## src/rtl/vga_scan_gen.sv

```systemverilog
// vga_scan_gen: VGA raster scan generator.
// Two registered FSMs (horizontal and vertical) track the porch/sync/visible
// regions alongside the DrawX/DrawY position counters. hs, vs, display_en
// and frame_start are registered from the next-state position so they always
// describe the DrawX/DrawY values present in the same cycle.
// Optional build macro: VGA_CLKDIV_EN -- when defined, a divider flop halves
// the pixel rate (scan advances every second CLK); when undefined the scan
// advances on every CLK edge.
module vga_scan_gen #(
    parameter int H_ACTIVE = 640,
    parameter int H_FP     = 16,
    parameter int H_SYNC   = 96,
    parameter int H_BP     = 48,
    parameter int V_ACTIVE = 480,
    parameter int V_FP     = 10,
    parameter int V_SYNC   = 2,
    parameter int V_BP     = 33
) (
    input  logic       CLK,
    input  logic       Reset,
    output logic [9:0] DrawX,
    output logic [9:0] DrawY,
    output logic       hs,
    output logic       vs,
    output logic       display_en,
    output logic       pix_tick,
    output logic       frame_start
);

    localparam int H_TOTAL = H_ACTIVE + H_FP + H_SYNC + H_BP;
    localparam int V_TOTAL = V_ACTIVE + V_FP + V_SYNC + V_BP;

    // Reject timings that do not fit the 10-bit position counters, or that
    // have an empty region (the FSMs assume every region is at least 1 wide).
    generate
        if (H_TOTAL > 1024 || V_TOTAL > 1024) begin : g_total_too_big
            $error("vga_scan_gen: H_TOTAL and V_TOTAL must be <= 1024");
        end
        if (H_ACTIVE < 1 || H_FP < 1 || H_SYNC < 1 || H_BP < 1 ||
            V_ACTIVE < 1 || V_FP < 1 || V_SYNC < 1 || V_BP < 1) begin : g_empty_region
            $error("vga_scan_gen: every timing region must be at least 1 wide");
        end
    endgenerate

    // Last position of each region, sized to the counters.
    localparam logic [9:0] X_VIS_LAST   = 10'(H_ACTIVE - 1);
    localparam logic [9:0] X_FRONT_LAST = 10'(H_ACTIVE + H_FP - 1);
    localparam logic [9:0] X_SYNC_LAST  = 10'(H_ACTIVE + H_FP + H_SYNC - 1);
    localparam logic [9:0] X_LAST       = 10'(H_TOTAL - 1);
    localparam logic [9:0] Y_VIS_LAST   = 10'(V_ACTIVE - 1);
    localparam logic [9:0] Y_FRONT_LAST = 10'(V_ACTIVE + V_FP - 1);
    localparam logic [9:0] Y_SYNC_LAST  = 10'(V_ACTIVE + V_FP + V_SYNC - 1);
    localparam logic [9:0] Y_LAST       = 10'(V_TOTAL - 1);

    typedef enum logic [1:0] {
        H_ST_VIS   = 2'd0,
        H_ST_FRONT = 2'd1,
        H_ST_SYNC  = 2'd2,
        H_ST_BACK  = 2'd3
    } h_state_t;

    typedef enum logic [1:0] {
        V_ST_VIS   = 2'd0,
        V_ST_FRONT = 2'd1,
        V_ST_SYNC  = 2'd2,
        V_ST_BACK  = 2'd3
    } v_state_t;

    h_state_t   h_state_q;
    v_state_t   v_state_q;
    logic [9:0] x_q, x_d;
    logic [9:0] y_q, y_d;
    logic       hs_q;
    logic       vs_q;
    logic       de_q;
    logic       fs_q;

    logic       x_last;
    logic       y_last;
    logic       line_end;
    logic       h_vis_d;
    logic       v_vis_d;

`ifdef VGA_CLKDIV_EN
    logic div_q;

    // Divider flop: toggles every CLK; the scan advances when it is high,
    // so the first advance lands on the second edge after reset release.
    always_ff @(posedge CLK or posedge Reset) begin
        if (Reset) begin
            div_q <= 1'b0;
        end else begin
            div_q <= ~div_q;
        end
    end

    assign pix_tick = div_q;
`else
    assign pix_tick = 1'b1;
`endif

    // Next-position arithmetic and visibility of the position being entered.
    always_comb begin
        x_last   = (x_q == X_LAST);
        y_last   = (y_q == Y_LAST);
        line_end = pix_tick && x_last;
        x_d      = x_last ? 10'd0 : x_q + 10'd1;
        y_d      = y_last ? 10'd0 : y_q + 10'd1;
        // Entering column 0 is visible; otherwise stay visible until the last
        // visible column is left.
        h_vis_d  = x_last || (h_state_q == H_ST_VIS && x_q != X_VIS_LAST);
        if (x_last) begin
            v_vis_d = y_last || (v_state_q == V_ST_VIS && y_q != Y_VIS_LAST);
        end else begin
            v_vis_d = (v_state_q == V_ST_VIS);
        end
    end

    // Horizontal FSM: column counter, region state and registered hs.
    always_ff @(posedge CLK or posedge Reset) begin
        if (Reset) begin
            h_state_q <= H_ST_BACK;
            x_q       <= X_LAST;
            hs_q      <= 1'b1;
        end else if (pix_tick) begin
            x_q <= x_d;
            case (h_state_q)
                H_ST_VIS: begin
                    if (x_q == X_VIS_LAST) begin
                        h_state_q <= H_ST_FRONT;
                    end
                end
                H_ST_FRONT: begin
                    if (x_q == X_FRONT_LAST) begin
                        h_state_q <= H_ST_SYNC;
                        hs_q      <= 1'b0;
                    end
                end
                H_ST_SYNC: begin
                    if (x_q == X_SYNC_LAST) begin
                        h_state_q <= H_ST_BACK;
                        hs_q      <= 1'b1;
                    end
                end
                default: begin
                    if (x_q == X_LAST) begin
                        h_state_q <= H_ST_VIS;
                    end
                end
            endcase
        end
    end

    // Vertical FSM: line counter, region state and registered vs; it moves
    // only on the tick that wraps the column counter.
    always_ff @(posedge CLK or posedge Reset) begin
        if (Reset) begin
            v_state_q <= V_ST_BACK;
            y_q       <= Y_LAST;
            vs_q      <= 1'b1;
        end else if (line_end) begin
            y_q <= y_d;
            case (v_state_q)
                V_ST_VIS: begin
                    if (y_q == Y_VIS_LAST) begin
                        v_state_q <= V_ST_FRONT;
                    end
                end
                V_ST_FRONT: begin
                    if (y_q == Y_FRONT_LAST) begin
                        v_state_q <= V_ST_SYNC;
                        vs_q      <= 1'b0;
                    end
                end
                V_ST_SYNC: begin
                    if (y_q == Y_SYNC_LAST) begin
                        v_state_q <= V_ST_BACK;
                        vs_q      <= 1'b1;
                    end
                end
                default: begin
                    if (y_q == Y_LAST) begin
                        v_state_q <= V_ST_VIS;
                    end
                end
            endcase
        end
    end

    // Registered display enable and frame pulse for the position being entered.
    always_ff @(posedge CLK or posedge Reset) begin
        if (Reset) begin
            de_q <= 1'b0;
            fs_q <= 1'b0;
        end else if (pix_tick) begin
            de_q <= h_vis_d && v_vis_d;
            fs_q <= x_last && y_last;
        end
    end

    assign DrawX       = x_q;
    assign DrawY       = y_q;
    assign hs          = hs_q;
    assign vs          = vs_q;
    assign display_en  = de_q;
    assign frame_start = fs_q;

endmodule
```

## config.mk

```make
export PLATFORM = sky130hd
export DESIGN_NAME = vga_scan_gen
export DESIGN_NICKNAME = d
export VERILOG_FILES = /design/src/rtl/vga_scan_gen.sv
export SDC_FILE = /design/constraint.sdc
export NUM_CORES = 1
export LEC_CHECK = 0
export ABC_CLOCK_PERIOD_IN_PS = 2460
export BUFFER_PORTS_ARGS = -buffer_cell sky130_fd_sc_hd__buf_4
export CAP_MARGIN = 40
export CORE_MARGIN = 10
export CORE_UTILIZATION = 35
export CTS_CLUSTER_SIZE = 16
export DETAILED_ROUTE_END_ITERATION = 8
export PLACE_DENSITY = 0.64
export RECOVER_POWER = 25
export SLEW_MARGIN = 5
export SYNTH_ARGS = -nofsm -noshare
export SYNTH_HDL_FRONTEND = slang
export SYNTH_SLANG_ARGS = --single-unit
```

## constraint.sdc

```tcl
create_clock -name CLK -period 2.46 [get_ports CLK]
set_input_delay 0.492 -clock CLK [delete_from_list [all_inputs] [get_ports CLK]]
set_output_delay 0.492 -clock CLK [all_outputs]
set_load 0.01 [all_outputs]
```

==> results.md <==
- Status: finished clean
- Multiplexer area fraction after synthesis: 1.950%
- Share of synthesized cell area in and, or, nand and nor gates: 21.14%
- Setup repair after global routing missed its margin: no
- Pre-CTS setup slack: 190.4 ps
- Worst clock skew: 3.232 ps
- Number of primary I/O pins: 27
- Nets: 203
- Number of antenna violations at the first check in global routing: 0
- Hold Crit Class: reg2reg
- Crit path time final: 2272 ps
- Static Leak: 0.8040 nW
- Number of fillers in the final layout: 430
- Sequential element share of the synthesized area: 44.93%
- Syn nets: 169
- Critical path endpoint category: register
- Clock sink count: 28
- Utilization after layout: 44.29%
- Cell Chain, Critical Path: ha_1 -> nand4_2 -> or4_4 -> or3_4 -> nor3_2 -> xor2_1
- Synthesized flop and latch total: 28
- Worst Path Max Fanout: 6
- Vertical extent of the die: 87.70 um
- Cell count after synthesis: 156
- CTS Hold Buffers Added: 0
- Dpl cells: 237
- DRC violations left: 0
- Worst Path Buf+Inv: 0
- Fraction of the mapped netlist area in compound gates: 13.96%
- Largest family of logic cells by synthesized area: simple AND/OR/NAND/NOR gates
- Overall Global Routing Usage: 9.396%
- Overall routed net length: 3.462 mm
- Number of enable-type register cells in the synthesized netlist: 0
- Top delay family on crit path: simple AND/OR/NAND/NOR gates
- Wire length of the first global-routing pass: 5.927 mm
- Pre-antenna DRT Iters: 4
- Post-synthesis share of cell area spent on xor and xnor gates: 5.460%
- FF/Latch Area: 720.7 um2
- Final ANT Viol Nets: 0
- Ratio of cells with drive above 1 in the final layout: 31.22%
- Initial DRC count: 48
- Relative slew slack: 3.560%
- Slowest stage cell, crit path: sky130_fd_sc_hd__dfstp_2
- PwrDens: 388.4 nW/um2
- Post-route worst hold slack: 487.2 ps
- Nature of the critical path startpoint: register
- Peak supply drop: 0.2012 mV
- Number of levels in the clock H-tree: 1
- Diodes inserted: 0
- Buffers on Ports: 25
- Synth Area in Adders: 8.580%
- Syn Area/Cell: 10.28 um2
- Via count of the routed design: 1,227
- Reg clk slew, reported paths: 90 ps
- Commonest non-fill, non-tap cells in the layout: 29 x sky130_fd_sc_hd__buf_4, 16 x sky130_fd_sc_hd__dfstp_2, 14 x sky130_fd_sc_hd__o21ai_0
- Worst-margin pin slew: 1447 ps
- Clock latency of the later-clocked register in the worst-skew pair: 270 ps
- Fin crit share: 92.36%
- Number of global-route vias before repair: 1,249
- Global-route congestion overflow total: 0
- Count of unique library cells instantiated by Yosys: 46
- Pin count of the biggest net entering global routing: 29
- CTS max path bufs: 2
- Total half-perimeter wirelength after legalization and detailed placement: 2.651 mm
- Floorplan row count: 24
- Area enclosed by the die boundary: 7690 um2
- Largest stage delay, worst path: 580 ps
- Post-cts repair resize count: 0
- Final Instance Count excl. Fillers: 241
- Die span in x: 87.70 um
- Weighted congestion at the end of routability-driven global placement: 0.8261
- Synthesized area: 1604 um2
- CORE AREA: 4384 um2
- Top FF cell, synth: sky130_fd_sc_hd__dfstp_2
- Effective utilization at floorplan: 36.59%
- Final count of hold timing violations: 0
- Clock root cell: sky130_fd_sc_hd__clkbuf_8
- Wire per inst: 14.37 um
- Maxcap violations: 0
- Multi-input gate area in the final layout: 823.3 um2
- Count of final max-slew check failures: 0
- Final critical-path setup slack: 188.0 ps
- Ys Warns: 0
- Highest Clock Rate: 0.4401 GHz
- Most frequent standard cell in the layout excluding fill and tap cells: sky130_fd_sc_hd__buf_4
- Crit path required time: 2660 ps
- Count of endpoints failing setup in the final report: 0
- Arr. time, crit path: 2480 ps
- Average via count per standard cell: 5.091
- Area added between synthesis and finish: 21.06%
- Crit Path Category: reg2reg
- Final total negative setup slack: 0 ps
- Total CTS buffers: 3
- Postcts setup bufs: 0
- Clock tree from TritonCTS: yes
- Async set or reset register ratio after synthesis: 100.0%
-- power breakdown --
group	internal, mW	switching (mW)
clock network	0.143	0.139
logic	0.00131	0.00935
registers	0.461	0
-- metrics by stage --
step	area, um2	power (mW)
after floorplan	1604	0.4777
after global placement	1891	0.4818
after detailed placement	1891	0.4819
after CTS	1946	0.7701
after global routing	1942	0.7911
final	1942	0.7542
-- path summary, 6_finish.rpt --
path / startpoint / to / slack (ps) / cells after the start
max: DrawX[0] / DrawY[7] / 190 / 6
min: hs / hs / 490 / 2
max reg2reg: DrawX[0] / DrawY[7] / 190 / 6
min reg2reg: hs / hs / 490 / 2
max in group asynchronous: Reset / DrawX[7] / 910 / 3
min in group asynchronous: Reset / display_en / 700 / 3
-- metal layers --
metal	routed length (um)	share of wire [%]	vias up	track usage [%]
met2	1676	48	27	15.74
met3	165	4.8	4	2.043
met5	0	0	-	0
met4	49	1.4	0	3.478
li1	-	-	623	-
met1	1572	45	573	11.50
-- layout make-up --
type	instances	share of cell area, %
Timing Repair Buffer	31	11.79
Sequential cell	28	37.11
Inverter	13	2.513
Multi-Input combinational cell	113	42.40
Clock buffer	4	2.835
Tap cell	52	3.351
-- state kept, by name, indices dropped and copies added, names as in the netlist --
| signal | cells |
|---|---|
| vs | 1 |
| DrawX | 10 |
| DrawY | 10 |
| display_en | 1 |
| hs | 1 |
| frame_start | 1 |
| v_state_q | 2 |
| h_state_q | 2 |
-- logic make-up (layout without fill, tap and decap cells) --
kind of cell / count (synthesis) / in the layout
muxes: 3 / 3
and+or+nand+nor: 54 / 54
other: 1 / 1
AOI/OAI and AO/OA: 34 / 34
buffers and inverters: 15 / 48
xor gates and xnor gates: 10 / 10
DFF: 28 / 28
adders and majority gates: 11 / 11
-- worst reg2reg max path, stage by stage, from the launching register on --
cell,delay (ps)
sky130_fd_sc_hd__dfstp_2,580
sky130_fd_sc_hd__ha_1,210
sky130_fd_sc_hd__nand4_2,180
sky130_fd_sc_hd__or4_4,560
sky130_fd_sc_hd__or3_4,360
sky130_fd_sc_hd__nor3_2,170
sky130_fd_sc_hd__xor2_1,150
-- synthesized netlist by cell type, types with 2 or more instances --
cell type                  number  area share, %
sky130_fd_sc_hd__nand2_1        8            1.9
sky130_fd_sc_hd__xor2_1         6            3.3
sky130_fd_sc_hd__nor3_1         4            1.2
sky130_fd_sc_hd__o31ai_1        7            3.3
sky130_fd_sc_hd__o21ai_0       14            4.4
sky130_fd_sc_hd__nand2b_1       4            1.6
sky130_fd_sc_hd__nor2_1        11            2.6
sky130_fd_sc_hd__nand3_1        7            2.2
sky130_fd_sc_hd__nand4_1        3            1.2
sky130_fd_sc_hd__inv_1         13            3.0
sky130_fd_sc_hd__dfstp_2       16             26
sky130_fd_sc_hd__a21o_1         2           0.94
sky130_fd_sc_hd__xnor2_1        4            2.2
sky130_fd_sc_hd__ha_1          11            8.6
sky130_fd_sc_hd__dfrtp_1       12             19
sky130_fd_sc_hd__mux2i_1        2            1.2
sky130_fd_sc_hd__or3_1          2           0.78
sky130_fd_sc_hd__o21bai_1       2           0.94
(Power assumes the default switching activity.)
